File: src/rtl/seg7_scan_mux_if.sv
// Bus bundle for seg7_scan_mux: shadow-file writes, commit, brightness,
// and the registered digit-select/segment outputs to the decoder.
interface seg7_scan_mux_if #(
    parameter int SEL_W = 3
);
    logic             wr_en;
    logic [SEL_W-1:0] wr_addr;
    logic [5:0]       wr_data;
    logic             commit;
    logic [3:0]       bright;
    logic             commit_pend;
    logic [SEL_W-1:0] sel;
    logic [7:0]       seg;
    logic             dec_en;
    logic             frame_tick;

    modport master (
        output wr_en, wr_addr, wr_data, commit, bright,
        input  commit_pend, sel, seg, dec_en, frame_tick
    );

    modport slave (
        input  wr_en, wr_addr, wr_data, commit, bright,
        output commit_pend, sel, seg, dec_en, frame_tick
    );
endinterface

File: src/rtl/seg7_scan_mux.sv
// Multiplexed common-anode 7-segment driver with shadow/active digit files,
// frame-aligned commit and 16-level PWM. Optional: SEG7_LZ_SUPPRESS_EN.
module seg7_scan_mux #(
    parameter int NUM_DIGITS = 8,
    parameter int SEL_W      = 3,
    parameter int SCAN_DIV   = 8192
) (
    input  logic          clk,
    input  logic          rst,
    seg7_scan_mux_if.slave bus
);
    localparam int PW    = $clog2(SCAN_DIV);
    localparam int SUB   = SCAN_DIV / 16;
    localparam int SUB_W = (SUB > 1) ? $clog2(SUB) : 1;
    localparam logic [5:0] ENT_RST = 6'b100000;

    logic [PW-1:0]    pcnt_q, pcnt_d;
    logic [SUB_W-1:0] sub_q, sub_d;
    logic [3:0]       s_q, s_d;
    logic [SEL_W-1:0] dig_q, dig_d;
    logic [3:0]       bri_q, bri_d;
    logic [SEL_W-1:0] sel_q;
    logic [7:0]       seg_q, seg_d;
    logic             dec_en_q;
    logic             ft_q, ft_d;
    logic             pend_q, pend_d;
    logic [5:0]       shd_q [NUM_DIGITS];
    logic [5:0]       act_q [NUM_DIGITS];

    logic       pcnt_end, dig_end, sub_end, copy, wr_ok, blank_eff;
    logic [5:0] cur;

    function automatic logic [6:0] hex7(input logic [3:0] h);
        logic [6:0] r;
        case (h)
            4'h0: r = 7'h40;
            4'h1: r = 7'h79;
            4'h2: r = 7'h24;
            4'h3: r = 7'h30;
            4'h4: r = 7'h19;
            4'h5: r = 7'h12;
            4'h6: r = 7'h02;
            4'h7: r = 7'h78;
            4'h8: r = 7'h00;
            4'h9: r = 7'h18;
            4'hA: r = 7'h08;
            4'hB: r = 7'h03;
            4'hC: r = 7'h46;
            4'hD: r = 7'h21;
            4'hE: r = 7'h06;
            default: r = 7'h0E;
        endcase
        return r;
    endfunction

    assign pcnt_end = (pcnt_q == PW'(SCAN_DIV - 1));
    assign dig_end  = (dig_q == SEL_W'(NUM_DIGITS - 1));
    assign sub_end  = (sub_q == SUB_W'(SUB - 1));
    assign wr_ok    = bus.wr_en && ({1'b0, bus.wr_addr} < (SEL_W + 1)'(NUM_DIGITS));
    assign copy     = ft_q && (pend_q || bus.commit);
    assign cur      = act_q[dig_q];

`ifdef SEG7_LZ_SUPPRESS_EN
    logic [NUM_DIGITS-1:0] supp;

    // Leading run of plain zeros (no dp) from the top digit; digit 0 always shown.
    always_comb begin
        logic lead;
        lead = 1'b1;
        supp = '0;
        for (int i = NUM_DIGITS - 1; i >= 1; i--) begin
            lead    = lead && (act_q[i][3:0] == 4'h0) && !act_q[i][4];
            supp[i] = lead;
        end
    end

    assign blank_eff = cur[5] | supp[dig_q];
`else
    assign blank_eff = cur[5];
`endif

    always_comb begin
        pcnt_d = pcnt_end ? '0 : pcnt_q + 1'b1;
        dig_d  = dig_q;
        if (pcnt_end) dig_d = dig_end ? '0 : dig_q + 1'b1;
        sub_d  = (pcnt_end || sub_end) ? '0 : sub_q + 1'b1;
        s_d    = s_q;
        if (pcnt_end)     s_d = 4'd0;
        else if (sub_end) s_d = s_q + 4'd1;
        // Registered so the pulse coincides with the last cycle of the last slot.
        ft_d   = (pcnt_d == PW'(SCAN_DIV - 1)) && (dig_d == SEL_W'(NUM_DIGITS - 1));
        pend_d = pend_q;
        if (copy)            pend_d = 1'b0;
        else if (bus.commit) pend_d = 1'b1;
        bri_d  = (pcnt_q == '0) ? bus.bright : bri_q;
        seg_d  = 8'hFF;
        if (!blank_eff && (s_q <= bri_q)) seg_d = {~cur[4], hex7(cur[3:0])};
    end

    always_ff @(posedge clk or negedge rst) begin
        if (!rst) begin
            pcnt_q   <= '0;
            sub_q    <= '0;
            s_q      <= 4'd0;
            dig_q    <= '0;
            bri_q    <= 4'd0;
            sel_q    <= '0;
            seg_q    <= 8'hFF;
            dec_en_q <= 1'b0;
            ft_q     <= 1'b0;
            pend_q   <= 1'b0;
            for (int i = 0; i < NUM_DIGITS; i++) begin
                shd_q[i] <= ENT_RST;
                act_q[i] <= ENT_RST;
            end
        end else begin
            pcnt_q   <= pcnt_d;
            sub_q    <= sub_d;
            s_q      <= s_d;
            dig_q    <= dig_d;
            bri_q    <= bri_d;
            sel_q    <= dig_q;
            seg_q    <= seg_d;
            dec_en_q <= 1'b1;
            ft_q     <= ft_d;
            pend_q   <= pend_d;
            // Copy reads the pre-edge shadow, so a same-cycle write lands in shadow only.
            if (copy) act_q <= shd_q;
            for (int i = 0; i < NUM_DIGITS; i++) begin
                if (wr_ok && (bus.wr_addr == SEL_W'(i))) shd_q[i] <= bus.wr_data;
            end
        end
    end

    assign bus.sel         = sel_q;
    assign bus.seg         = seg_q;
    assign bus.dec_en      = dec_en_q;
    assign bus.frame_tick  = ft_q;
    assign bus.commit_pend = pend_q;
endmodule

File: src/flat_wrapper.sv
// flat-port wrapper written by rule: the top's interface ports become plain ports
module seg7_scan_mux_flat 
#(
    parameter int NUM_DIGITS = 8,
    parameter int SEL_W      = 3,
    parameter int SCAN_DIV   = 8192
)
  (clk, rst, bus_wr_en, bus_wr_addr, bus_wr_data, bus_commit, bus_bright, bus_commit_pend, bus_sel, bus_seg, bus_dec_en, bus_frame_tick);
  seg7_scan_mux_if #(.SEL_W(SEL_W)) bus_i ();
  input  logic clk;
  input  logic rst;
  input wire logic [$bits(bus_i.wr_en)-1:0] bus_wr_en;
  input wire logic [$bits(bus_i.wr_addr)-1:0] bus_wr_addr;
  input wire logic [$bits(bus_i.wr_data)-1:0] bus_wr_data;
  input wire logic [$bits(bus_i.commit)-1:0] bus_commit;
  input wire logic [$bits(bus_i.bright)-1:0] bus_bright;
  output wire logic [$bits(bus_i.commit_pend)-1:0] bus_commit_pend;
  output wire logic [$bits(bus_i.sel)-1:0] bus_sel;
  output wire logic [$bits(bus_i.seg)-1:0] bus_seg;
  output wire logic [$bits(bus_i.dec_en)-1:0] bus_dec_en;
  output wire logic [$bits(bus_i.frame_tick)-1:0] bus_frame_tick;
  assign bus_i.wr_en = bus_wr_en;
  assign bus_i.wr_addr = bus_wr_addr;
  assign bus_i.wr_data = bus_wr_data;
  assign bus_i.commit = bus_commit;
  assign bus_i.bright = bus_bright;
  assign bus_commit_pend = bus_i.commit_pend;
  assign bus_sel = bus_i.sel;
  assign bus_seg = bus_i.seg;
  assign bus_dec_en = bus_i.dec_en;
  assign bus_frame_tick = bus_i.frame_tick;
  seg7_scan_mux #(.NUM_DIGITS(NUM_DIGITS), .SEL_W(SEL_W), .SCAN_DIV(SCAN_DIV)) u_core (.clk(clk), .rst(rst), .bus(bus_i));
endmodule
File: config.mk
export PLATFORM = sky130hd
export DESIGN_NAME = seg7_scan_mux_flat
export DESIGN_NICKNAME = d
export VERILOG_FILES = /design/src/rtl/seg7_scan_mux_if.sv /design/src/rtl/seg7_scan_mux.sv /design/src/flat_wrapper.sv
export SDC_FILE = /design/constraint.sdc
export NUM_CORES = 1
export LEC_CHECK = 0
export ABC_AREA = 1
export CAP_MARGIN = 20
export CORE_MARGIN = 1
export CORE_UTILIZATION = 50
export CTS_BUF_LIST = sky130_fd_sc_hd__clkbuf_4
export CTS_CLUSTER_DIAMETER = 80
export DETAILED_ROUTE_END_ITERATION = 8
export HOLD_SLACK_MARGIN = 0.15
export PLACE_DENSITY = 0.72
export SLEW_MARGIN = 20
export SYNTH_ARGS = -nofsm -noshare
export SYNTH_HDL_FRONTEND = slang
export SYNTH_SLANG_ARGS = --single-unit
File: constraint.sdc
create_clock -name clk -period 4.2 [get_ports clk]
set_clock_uncertainty 0.05 [all_clocks]
set_input_delay 0.63 -clock clk [delete_from_list [all_inputs] [get_ports clk]]
set_output_delay 0.63 -clock clk [all_outputs]
set_load 0.01 [all_outputs]
==> metrics.json <==
{
  "setup.worst_path.start_class": {"value": "register"},
  "grt-ovfl-total": {"value": 0},
  "holdCritStartpoint": {"value": "u_core.shd_q[28]"},
  "ys_dominant_reg_cell": {"value": "sky130_fd_sc_hd__dfrtp_1"},
  "unrepaired_setup_endpoints_after_global_routing": {"value": "false"},
  "setup.worst_path.start": {"value": "u_core.dig_q[1]"},
  "cellLeakagePower": {"value": 3.581, "unit": "nW"},
  "cp_cell_sequence": {"value": "inv_1 -> nor2_1 -> o21ai_0 -> nand2_1 -> nand2_1 -> nand2_1 -> inv_1 -> ha_1 -> nand3_1 -> o21a_1 -> nand2_1"},
  "ir_worst_vdd": {"value": 0.0002634, "unit": "V"},
  "routed_wl": {"value": 13190, "unit": "µm"},
  "synth.top_cells.by_count": {"value": "164 x sky130_fd_sc_hd__nand2_1, 119 x sky130_fd_sc_hd__dfrtp_1, 66 x sky130_fd_sc_hd__o21ai_0, 62 x sky130_fd_sc_hd__nor2_1, 53 x sky130_fd_sc_hd__inv_1"},
  "pwr_density_cell": {"value": 365.4, "unit": "nW/µm²"},
  "grt_start_max_net_pins": {"value": 84},
  "clock_tree.htree_level_count": {"value": 4},
  "clock_tree_from_tritoncts": {"value": "built"},
  "fmax": {"value": 403.1, "unit": "MHz"},
  "synth_sequential_area_ratio": {"value": 55.60, "unit": "%"},
  "core_area": {"value": 12620, "unit": "µm²"},
  "layout-area-overhead-vs-synth": {"value": 11.82, "unit": "%"},
  "use_met1": {"value": 27.62, "unit": "%"},
  "layout.nets": {"value": 746},
  "die_area": {"value": 13440, "unit": "µm²"},
  "netlist-cell-type-count": {"value": 44},
  "post_route_cells_drive_above_1_share": {"value": 18.07, "unit": "%"},
  "route.antenna.remaining_nets": {"value": 0},
  "place_inst": {"value": 864},
  "critPathArrivalTime": {"value": 2.93, "unit": "ns"},
  "cp.buffers_inverters": {"value": 2},
  "wl_per_cell": {"value": 14.70, "unit": "µm"},
  "setup_total_negative_slack": {"value": 0, "unit": "ns"},
  "via_count_normalized_by_instance_count": {"value": 5.232},
  "global_route.usage.met3": {"value": 4.969, "unit": "%"},
  "layout.cells.non_filler": {"value": 897},
  "syn_inst": {"value": 679},
  "clkLatencyLatePin": {"value": 0.56, "unit": "ns"},
  "cts-resized-gates": {"value": 0},
  "clkTransAtPathRegs": {"value": 0.12, "unit": "ns"},
  "finalMaxSlewViolations": {"value": 0},
  "ys_async_sr_fraction": {"value": 100.0, "unit": "%"},
  "n_antenna_cell": {"value": 0},
  "gp_congestion": {"value": 0.8535},
  "crit_type": {"value": "register to register"},
  "pin_count": {"value": 31},
  "clock_tree.root_cell": {"value": "sky130_fd_sc_hd__clkbuf_4"},
  "final.fill_count": {"value": 1124},
  "run_status": {"value": "completed"},
  "port_buffers": {"value": 30},
  "grt_util_all_layers": {"value": 21.94, "unit": "%"},
  "clock_path_buffers": {"value": 2},
  "synth_area": {"value": 6490, "unit": "µm²"},
  "fin_util": {"value": 57.51, "unit": "%"},
  "synth_edf_count": {"value": 0},
  "final-hold-violation-count": {"value": 0},
  "crit_top_cell": {"value": "sky130_fd_sc_hd__nand2_1"},
  "max_slew_margin": {"value": 50.70, "unit": "%"},
  "synth_area_leaders": {"value": "sky130_fd_sc_hd__dfrtp_1 46%, sky130_fd_sc_hd__dfstp_2 9.7%, sky130_fd_sc_hd__nand2_1 9.5%"},
  "cp_top_family": {"value": "flip-flops"},
  "synth_warnings": {"value": 0},
  "ys_ff_latch": {"value": 143},
  "cp_max_fo": {"value": 14},
  "synth_top_area_cell": {"value": "sky130_fd_sc_hd__dfrtp_1"},
  "synth_fp_nets": {"value": 713},
  "floorplan.initialDensity": {"value": 51.43, "unit": "%"},
  "vias": {"value": 4693},
  "finalCritPeriodShare": {"value": 59.07, "unit": "%"},
  "total_power": {"value": 2.651, "unit": "mW"},
  "category_of_the_worst_setup_path_capture_point": {"value": "register"},
  "number_of_global_route_vias_before_repair": {"value": 4716},
  "synthMostInstantiatedCell": {"value": "sky130_fd_sc_hd__nand2_1"},
  "crit_path_max_incr_delay": {"value": 0.68, "unit": "ns"},
  "cts_inserted_buffers": {"value": 17},
  "worst-endpoint-required": {"value": 4.65, "unit": "ns"},
  "chipWidth": {"value": 115.9, "unit": "µm"},
  "maxCapViolCount": {"value": 0},
  "setup_viol_count_final": {"value": 0},
  "drt_pass1_iterations": {"value": 7},
  "grt.busiest_layer": {"value": "met2"},
  "groute.layer.met2.usage": {"value": 35.75, "unit": "%"},
  "critPathSlowestCell": {"value": "sky130_fd_sc_hd__dfrtp_1"},
  "drcViolationCount": {"value": 0},
  "cts.sinks": {"value": 143},
  "die_h": {"value": 115.9, "unit": "µm"},
  "grt_antenna_before_repair": {"value": 0},
  "place_hpwl": {"value": 9042, "unit": "µm"},
  "launch_instance_of_the_worst_register_to_register_path": {"value": "u_core.dig_q[1]"},
  "post-route-min-period": {"value": 2.481, "unit": "ns"},
  "min-delay-path-class": {"value": "register to register"},
  "first_iteration_detailed_routing_drc_count": {"value": 339},
  "portion_of_synthesized_cell_area_occupied_by_the_leading_cell_type": {"value": 45.88, "unit": "%"},
  "tightestPinTransition": {"value": 0.7328, "unit": "ns"},
  "grt_first_pass_wirelength": {"value": 22220, "unit": "µm"},
  "syn_avg_cell_area": {"value": 9.558, "unit": "µm²"},
  "fp-row-count": {"value": 41}
}
[stage by stage]
| stage | setup slack (ns) | hold WS, ns | cell area [µm²] |
|---|---|---|---|
| 2_1_floorplan | 2.386 | 0.2844 | 6490 |
| 3_3_place_gp | 1.826 | 0.4129 | 6925 |
| 3_5_place_dp | 1.816 | 0.4159 | 6925 |
| 4_1_cts | 1.754 | 0.4510 | 7257 |
| 5_1_grt | 1.452 | 0.4641 | 7257 |
| 6_report | 1.719 | 0.4467 | 7257 |
[logic make-up (layout without fill, tap and decap cells)]
group	after synthesis	count (layout)	synth area share, %
AO/OA/AOI/OAI	88	88	7.442
XOR/XNOR	3	3	0.4049
adder cells (fa/ha/maj)	17	17	3.277
buffers and inverters	81	127	5.475
flip-flops	143	143	55.60
multiplexers	40	40	6.940
other	1	1	0.05778
AND/OR/NAND/NOR	306	306	20.80
[metal layers]
layer	up-vias	routed length, µm
li1	2278	-
met1	2263	5938
met2	122	6314
met3	30	583
met4	0	350
met5	-	0
[layout by cell type (no fill, tap or decap), types with 7 or more instances in the layout]
cell type / synthesis / final
sky130_fd_sc_hd__dfrtp_1: 119 / 119
sky130_fd_sc_hd__inv_1: 53 / 53
sky130_fd_sc_hd__clkdlybuf4s50_1: 0 / 29
sky130_fd_sc_hd__nor2_1: 62 / 62
sky130_fd_sc_hd__mux2_2: 40 / 40
sky130_fd_sc_hd__clkbuf_4: 0 / 17
sky130_fd_sc_hd__ha_1: 17 / 17
sky130_fd_sc_hd__nand4_1: 7 / 7
sky130_fd_sc_hd__a21oi_1: 9 / 9
sky130_fd_sc_hd__nand2_1: 164 / 164
sky130_fd_sc_hd__nand3_1: 47 / 47
sky130_fd_sc_hd__o21ai_0: 66 / 65
sky130_fd_sc_hd__dfstp_2: 24 / 24
[timing repair]
action,CTS,global route
buffers inserted,0,0
hold endpoints to repair,67,0
hold buffers,1,0
[registers in the layout, indices dropped and copies added, names as in the netlist]
name,cells
u_core.dig_q,3
u_core.bus.frame_tick,1
u_core.pcnt_q,13
u_core.act_q,48
u_core.bus.sel,3
u_core.bus.seg,8
u_core.shd_q,48
u_core.bus.commit_pend,1
u_core.bus.dec_en,1
u_core.s_q,4
u_core.bri_q,4
u_core.sub_q,9
[worst register-to-register path: cells and delay by family, from the launching register on]
family          cells  cell delay [ns]
compound gates      2             0.29
fa+ha+maj           1             0.32
buf+inv             2             0.46
flops               1             0.68
simple gates        6             0.63
[power by group]
| part | switching, mW | total [mW] | internal (mW) |
|---|---|---|---|
| registers | 0.0489 | 1.53 | 1.48 |
| logic | 0.0936 | 0.153 | 0.0593 |
| clock network | 0.502 | 0.970 | 0.468 |
[cell type report]
class                   count  area, µm²  area share [%]
inverters                  59      225.2           3.103
well taps                 172      215.2           2.966
flip-flops and latches    143       3608           49.72
clock inverters            15      193.9           2.672
multi-input cells         455       2537           34.97
repair buffers             36      349.1           4.810
clock buffers              17      127.6           1.759
[path summary, 6_finish.rpt]
| check | endpoint | slack [ns] | cells after the start |
|---|---|---|---|
| max in group asynchronous | u_core.act_q[41] | 2.53 | 3 |
| setup reg to reg | u_core.bus.seg[1] | 1.72 | 11 |
| hold reg to reg | u_core.shd_q[28] | 0.45 | 2 |
| min in group asynchronous | u_core.pcnt_q[0] | 0.63 | 2 |
| hold / removal | u_core.shd_q[28] | 0.45 | 2 |
| setup / recovery | u_core.bus.seg[1] | 1.72 | 11 |
Note: power is estimated with default switching activity, not from simulation.
